--- config.mk ---
export PLATFORM = sky130hd
export DESIGN_NAME = if_stage_btb_flat
export DESIGN_NICKNAME = d
export VERILOG_FILES = /design/src/rtl/if_stage_btb_if.sv /design/src/rtl/if_stage_btb.sv /design/src/flat_wrapper.sv
export SDC_FILE = /design/constraint.sdc
export NUM_CORES = 1
export LEC_CHECK = 0
export BUFFER_PORTS_ARGS = -buffer_cell sky130_fd_sc_hd__buf_4
export CORE_UTILIZATION = 25
export CTS_CLUSTER_DIAMETER = 150
export CTS_CLUSTER_SIZE = 40
export DETAILED_ROUTE_END_ITERATION = 6
export GPL_ROUTABILITY_DRIVEN = 0
export GPL_TIMING_DRIVEN = 0
export HOLD_SLACK_MARGIN = 0.03
export PLACE_DENSITY_LB_ADDON = 0.2
export SETUP_SLACK_MARGIN = 0.3
export SLEW_MARGIN = 20
export SYNTH_ARGS = -nofsm -noshare
export SYNTH_HDL_FRONTEND = slang
export SYNTH_SLANG_ARGS = --single-unit
--- constraint.sdc ---
create_clock -name clk -period 6 [get_ports clk]
set_input_delay 0 -clock clk [delete_from_list [all_inputs] [get_ports clk]]
set_output_delay 0 -clock clk [all_outputs]
set_load 0.03 [all_outputs]
--- src/rtl/if_stage_btb_if.sv ---
// if_stage_btb_if: fetch-stage bus carrying stalls, redirects, BTB training and IF/ID outputs
//   master: pipeline control side (drives stalls, redirects, BTB updates; observes fetch/IF-ID)
//   slave : fetch stage side (consumes control, drives if_addr, if_bios_en and id_*)
interface if_stage_btb_if;
   logic        id_stall;
   logic        ex_stall;
   logic        mem_flush;
   logic        mem_redirect_taken;
   logic [31:0] mem_alu;
   logic        id_target_taken;
   logic [31:0] id_target;
   logic        ex_update_en;
   logic [31:0] ex_update_pc;
   logic [31:0] ex_update_target;
   logic        ex_update_taken;
   logic [31:0] if_addr;
   logic        if_bios_en;
   logic [31:0] id_pc;
   logic        id_valid;
   logic        id_pred_taken;
   logic [31:0] id_pred_target;
   modport master (
      output id_stall, ex_stall, mem_flush, mem_redirect_taken, mem_alu,
             id_target_taken, id_target, ex_update_en, ex_update_pc,
             ex_update_target, ex_update_taken,
      input  if_addr, if_bios_en, id_pc, id_valid, id_pred_taken, id_pred_target
   );
   modport slave (
      input  id_stall, ex_stall, mem_flush, mem_redirect_taken, mem_alu,
             id_target_taken, id_target, ex_update_en, ex_update_pc,
             ex_update_target, ex_update_taken,
      output if_addr, if_bios_en, id_pc, id_valid, id_pred_taken, id_pred_target
   );
endinterface

--- src/rtl/if_stage_btb.sv ---
// if_stage_btb: fetch stage with direct-mapped BTB next-PC prediction and IF/ID register
//   clk, rst : clock and synchronous active-high reset
//   bus      : slave side of if_stage_btb_if (stalls, redirects, BTB update in; fetch PC, IF/ID out)
module if_stage_btb #(
   parameter logic [31:0] RESET_PC    = 32'h4000_0000,
   parameter int          BTB_ENTRIES = 16,
   parameter int          BIOS_BIT    = 30
) (
   input logic          clk,
   input logic          rst,
   if_stage_btb_if.slave bus
);
   localparam int IDX = $clog2(BTB_ENTRIES);
   localparam int TW  = 30 - IDX;
   logic [31:0]            pc, next_pc;
   logic [BTB_ENTRIES-1:0] valid;
   logic [TW-1:0]          tag_mem [BTB_ENTRIES];
   logic [31:0]            target_mem [BTB_ENTRIES];
   logic [IDX-1:0]         idx, upd_idx;
   logic [TW-1:0]          tag, upd_tag;
   logic                   hit, stall;
   logic [31:0]            id_pc, id_pred_target;
   logic                   id_valid, id_pred_taken;
   assign stall   = bus.id_stall | bus.ex_stall;
   assign idx     = pc[IDX+1:2];
   assign tag     = pc[31:IDX+2];
   assign hit     = valid[idx] && tag_mem[idx] == tag;
   assign upd_idx = bus.ex_update_pc[IDX+1:2];
   assign upd_tag = bus.ex_update_pc[31:IDX+2];
   // MEM redirect outranks stall: the stalled instructions are on the wrong path anyway
   always_comb next_pc = rst ? RESET_PC :
                         bus.mem_redirect_taken ? bus.mem_alu :
                         stall ? pc :
                         bus.id_target_taken ? bus.id_target :
                         hit ? target_mem[idx] : pc + 32'd4;
   always_ff @(posedge clk) pc <= next_pc;
   // An ID redirect turns the instruction currently in IF into a bubble
   always_ff @(posedge clk)
      if (rst || bus.mem_flush || bus.mem_redirect_taken) begin
         id_pc          <= '0;
         id_valid       <= 1'b0;
         id_pred_taken  <= 1'b0;
         id_pred_target <= '0;
      end else if (!stall) begin
         id_pc          <= pc;
         id_valid       <= !bus.id_target_taken;
         id_pred_taken  <= !bus.id_target_taken && hit;
         id_pred_target <= target_mem[idx];
      end
   // Not-taken training only drops the entry if it belongs to this PC
   always_ff @(posedge clk)
      if (rst) valid <= '0;
      else if (bus.ex_update_en)
         valid[upd_idx] <= bus.ex_update_taken || (valid[upd_idx] && tag_mem[upd_idx] != upd_tag);
   always_ff @(posedge clk)
      if (bus.ex_update_en && bus.ex_update_taken) begin
         tag_mem[upd_idx]    <= upd_tag;
         target_mem[upd_idx] <= bus.ex_update_target;
      end
   assign bus.if_addr        = pc;
   assign bus.if_bios_en     = pc[BIOS_BIT];
   assign bus.id_pc          = id_pc;
   assign bus.id_valid       = id_valid;
   assign bus.id_pred_taken  = id_pred_taken;
   assign bus.id_pred_target = id_pred_target;
endmodule

--- src/flat_wrapper.sv ---
// flat-port wrapper written by rule: the top's interface ports become plain ports
module if_stage_btb_flat 
#(
   parameter logic [31:0] RESET_PC    = 32'h4000_0000,
   parameter int          BTB_ENTRIES = 16,
   parameter int          BIOS_BIT    = 30
)
  (clk, rst, bus_id_stall, bus_ex_stall, bus_mem_flush, bus_mem_redirect_taken, bus_mem_alu, bus_id_target_taken, bus_id_target, bus_ex_update_en, bus_ex_update_pc, bus_ex_update_target, bus_ex_update_taken, bus_if_addr, bus_if_bios_en, bus_id_pc, bus_id_valid, bus_id_pred_taken, bus_id_pred_target);
  if_stage_btb_if bus_i ();
  input logic clk;
  input logic rst;
  input wire logic [$bits(bus_i.id_stall)-1:0] bus_id_stall;
  input wire logic [$bits(bus_i.ex_stall)-1:0] bus_ex_stall;
  input wire logic [$bits(bus_i.mem_flush)-1:0] bus_mem_flush;
  input wire logic [$bits(bus_i.mem_redirect_taken)-1:0] bus_mem_redirect_taken;
  input wire logic [$bits(bus_i.mem_alu)-1:0] bus_mem_alu;
  input wire logic [$bits(bus_i.id_target_taken)-1:0] bus_id_target_taken;
  input wire logic [$bits(bus_i.id_target)-1:0] bus_id_target;
  input wire logic [$bits(bus_i.ex_update_en)-1:0] bus_ex_update_en;
  input wire logic [$bits(bus_i.ex_update_pc)-1:0] bus_ex_update_pc;
  input wire logic [$bits(bus_i.ex_update_target)-1:0] bus_ex_update_target;
  input wire logic [$bits(bus_i.ex_update_taken)-1:0] bus_ex_update_taken;
  output wire logic [$bits(bus_i.if_addr)-1:0] bus_if_addr;
  output wire logic [$bits(bus_i.if_bios_en)-1:0] bus_if_bios_en;
  output wire logic [$bits(bus_i.id_pc)-1:0] bus_id_pc;
  output wire logic [$bits(bus_i.id_valid)-1:0] bus_id_valid;
  output wire logic [$bits(bus_i.id_pred_taken)-1:0] bus_id_pred_taken;
  output wire logic [$bits(bus_i.id_pred_target)-1:0] bus_id_pred_target;
  assign bus_i.id_stall = bus_id_stall;
  assign bus_i.ex_stall = bus_ex_stall;
  assign bus_i.mem_flush = bus_mem_flush;
  assign bus_i.mem_redirect_taken = bus_mem_redirect_taken;
  assign bus_i.mem_alu = bus_mem_alu;
  assign bus_i.id_target_taken = bus_id_target_taken;
  assign bus_i.id_target = bus_id_target;
  assign bus_i.ex_update_en = bus_ex_update_en;
  assign bus_i.ex_update_pc = bus_ex_update_pc;
  assign bus_i.ex_update_target = bus_ex_update_target;
  assign bus_i.ex_update_taken = bus_ex_update_taken;
  assign bus_if_addr = bus_i.if_addr;
  assign bus_if_bios_en = bus_i.if_bios_en;
  assign bus_id_pc = bus_i.id_pc;
  assign bus_id_valid = bus_i.id_valid;
  assign bus_id_pred_taken = bus_i.id_pred_taken;
  assign bus_id_pred_target = bus_i.id_pred_target;
  if_stage_btb #(.RESET_PC(RESET_PC), .BTB_ENTRIES(BTB_ENTRIES), .BIOS_BIT(BIOS_BIT)) u_core (.clk(clk), .rst(rst), .bus(bus_i));
endmodule
==> implementation parameters <==
Parameter                              Value

Timing
  Tightest Pin Transition ... 1.20 ns
  Final count of hold timing violations ... 0
  Unrepaired setup endpoints after global routing ... false
  Fmax ... 0.179 GHz
  Slew margin rel. ... 19.9%
  Clock tree skew after final layout ... 0.0752 ns
  Clock period minus worst slack ... 5.59 ns
  Period utilization ... 93.2%
  Final setup TNS ... 0 ns
  Post-route setup slack ... 0.409 ns
  Number of pins with negative max-slew slack in the final report ... 0
  Final setup viols ... 0
  Smallest hold slack ... 0.0934 ns

Power and ir drop
  Peak ir drop on the vdd network ... 0.000249 V
  LEAKAGE ... 16.8 nW
  Power per cell area ... 242 nW/um2
  Power share of the sequential group ... 61.3%
  Switching power ... 3.46 mW
  Combinational cell fraction of total power ... 14.1%
  Switch share ... 26.3%
  Clock power frac ... 24.6%
  Cell-internal power ... 9.72 mW

Cells and area
  Core occupancy in the finished layout ... 30.4%
  Post-layout net count ... 3117
  Most common cell after layout, fill and taps aside ... edfxtp_1
  Synth-to-Final Area Change ... 20.4%
  Highest-count cells in the layout ignoring fill and taps ... 928 x edfxtp_1, 374 x mux4_2, 248 x buf_4
  Cell area after layout ... 54400 um2
  Fraction of final layout cells sized beyond drive strength 1 ... 28.0%

Place
  Number of I/O port buffers ... 231
  Post-DP HPWL ... 128000 um
  Area after detailed placement ... 52100 um2
  Dpl ws ... 0.344 ns

Outcome
  Result of the run ... completed

Global routing
  Via count of the first global-routing pass ... 27200
  GR Util met2 ... 34.8%
  GRT Resource Usage Total ... 19.0%
  Fraction of met3 tracks used by global routing ... 1.54%
  Busiest metal layer after global routing ... met2
  Met1 usage in global routing ... 24.2%
  Number of antenna violations at the first check in global routing ... 20
  Maximum number of pins on one net before global-route repair ... 42
  Gr ovfl total ... 0
  Wire length of the first global-routing pass ... 239000 um

Synth
  Post-synth top area share ... 61.7%
  Number of synthesized register bits ... 1046
  Synth Instances ... 2495
  Most instantiated flip-flop cell in the synthesis netlist ... edfxtp_1
  Number of synthesized flops with an enable pin ... 928
  Netlist area before placement ... 45100 um2
  Share of flip-flops with an asynchronous set or reset ... 0%
  Post-synthesis area per instance ... 18.1 um2
  Nets in the synthesized netlist ... 2633
  Sequential-to-total area share from yosys stat ... 67.0%
  Warnings, synthesis ... 0
  Library cell occupying the most area in the post-synthesis netlist ... edfxtp_1
  Top cells by area, synth ... edfxtp_1 62%, mux4_2 19%, dfxtp_1 5.2%
  Distinct cell type count after synthesis ... 70

Drt
  DRT iter0 DRCs ... 2954
  Detailed-route via count ... 27000
  Count of nets left with antenna violations after detail routing ... 0
  Total Routed Length ... 177000 um
  Routed length per instance ... 33.0 um
  Drt first pass iters ... 7
  Vias per inst ... 5.04
  Post-detailed-route DRC marker count ... 0

Worst setup path
  Critical-path cell list ... buf_4 -> buf_2 -> clkbuf_1 -> mux4_2 -> mux2i_1 -> xnor2_1 -> mux2i_1 -> nand4_1 -> a211o_1 -> or3_1 -> buf_6 -> buf_6 -> a21oi_1 -> a31oi_1 -> dlygate4sd3_1
  WS Path Type ... reg2reg
  Capture point of the worst reg-to-reg path ... u_core.bus.if_addr[26]
  Setup crit start kind ... flop
  Data arrival at the endpoint of the critical path ... 6.24 ns
  Largest driver fanout on the critical path ... 10
  Required time reported for the critical path endpoint ... 6.64 ns
  Max incr delay on CP ... 0.73 ns
  Crit path max-delay family ... buffers and inverters
  Endpoint type of the worst setup path ... flop
  Reg-to-reg slack, setup ... 0.41 ns
  Cell count of the worst reg-to-reg path ... 15
  Combined buffer and inverter count along the critical path ... 6
  Cell with the largest stage delay on the worst path ... clkbuf_1

Die
  Die Y-Extent ... 427 um
  Floorplan core area ... 179000 um2
  Area of the die ... 182000 um2
  Number of rows created at floorplan ... 155
  Width of the die ... 427 um
  Boundary pin count ... 236
  Initial Util ... 25.2%

Clocking
  TritonCTS clock tree ... yes
  Max H-tree Level ... 1
  Clock slew seen by the registers of the worst setup and hold paths ... 0.16 ns
  Longest Clk Path Bufs ... 3
  Clock sink total ... 1046
  Clock buffer count from CTS ... 30
  Root Buffer Master ... clkbuf_16
  Later-pin clock latency in the skew report ... 0.75 ns

Min path
  Worst hold path endpoint ... u_core.target_mem[7][20]
  Source of the worst hold timing path ... bus_ex_update_target[20]
  Hold path depth ... 2
  Class of the most critical hold timing path ... in2reg

Flow run
  Maxcap violations ... 0
==> worst max path at each step <==
stage | startpoint | endpoint | slack [ns] | cells past startpoint
finish | flop | u_core.bus.if_addr[26] | 0.41 | 15
global route | flop | u_core.bus.if_addr[26] | 0.31 | 15
CTS | flop | u_core.bus.if_addr[9] | 0.32 | 13
detailed placement | flop | u_core.bus.if_addr[16] | 0.34 | 13
global placement | bus_ex_update_pc[2] | u_core.target_mem[5][9] | -4.15 | 5
floorplan | bus_ex_update_pc[2] | u_core.tag_mem[7][0] | 1.84 | 5
==> synthesized netlist by cell type, types with 5 or more instances <==
cell type / number
edfxtp_1: 928
o21ai_0: 28
clkbuf_1: 97
nand4_1: 19
a31oi_1: 13
nor2b_1: 11
and4_1: 7
buf_1: 25
dfxtp_1: 118
a22o_1: 8
a211oi_1: 14
o2111ai_1: 5
nand2_1: 190
buf_6: 6
o211ai_1: 13
inv_1: 14
xor2_1: 21
a221oi_1: 20
nand4b_1: 5
mux2_2: 11
nor3_1: 16
a211o_1: 6
mux4_2: 374
or3_1: 14
buf_4: 17
a22oi_1: 16
o221ai_1: 6
o31ai_1: 10
nor2_1: 73
nand3_1: 31
o22ai_1: 7
nor4_1: 13
nand3b_1: 5
buf_2: 40
nand2b_1: 10
a21oi_1: 88
xnor2_1: 60
and3_1: 7
mux2i_1: 97
nor4b_1: 7
==> metal layers <==
metal	share of wire [%]	routed length, um
met5	0.024	42
met1	40	71600
met4	3.0	5310
met3	3.6	6340
met2	53	93600
==> repair_timing <==
item | CTS | global route
hold buffers | 137 | 0
resized for setup | 0 | 12
setup endpoints to repair | 0 | 11
setup buffers | 0 | 0
hold endpoints to repair | 1013 | 0
==> cell type report <==
| cell class | count | area (um2) |
|---|---|---|
| buffer | 188 | 908 |
| antenna | 4 | 10.0 |
| clock buffer | 54 | 841 |
| fill | 17600 | 124000 |
| inverter | 15 | 56.3 |
| clock inverter | 2 | 60.1 |
| tap | 2355 | 2950 |
| sequential | 1046 | 30200 |
| timing repair buffer | 452 | 5210 |
| multi-input combinational | 1246 | 14100 |
==> power groups by stage <==
stage | sequential (mW) | clock [mW] | combinational [mW]
final | 8.08 | 3.25 | 1.85
after global routing | 8.09 | 3.51 | 1.93
after CTS | 8.08 | 3.31 | 1.86
after detailed placement | 8.24 | 0 | 1.78
after global placement | 8.26 | 0 | 1.74
after floorplan | 8.26 | 0 | 0.888
==> through the flow <==
step                      power (mW)  instances
after CTS                       13.3       5358
after floorplan                 9.14       2495
after detailed placement        10.0       5165
after global placement          9.99       5081
final                           13.2       5362
after global routing            13.5       5362
==> flip-flops by register name (all words and copies together) (netlist names), named ones only <==
signal	cells
u_core.bus.id_pc	32
u_core.bus.id_pred_taken	1
u_core.bus.id_pred_target	32
u_core.bus.id_valid	1
u_core.bus.if_addr	32
u_core.tag_mem	416
u_core.target_mem	512
u_core.valid	16
==> kinds of logic (layout without fill, tap and decap cells) <==
group | Yosys count | in the layout | synth area share (%)
flops | 1046 | 1046 | 67.0
mux | 482 | 482 | 21.1
simple gates | 422 | 422 | 4.44
compound gates | 260 | 260 | 3.84
buf+inv | 203 | 711 | 2.08
xor+xnor | 81 | 81 | 1.57
fa+ha+maj | 1 | 1 | 0.0277
other cells | 0 | 4 | 0
(Power assumes the default switching activity.)
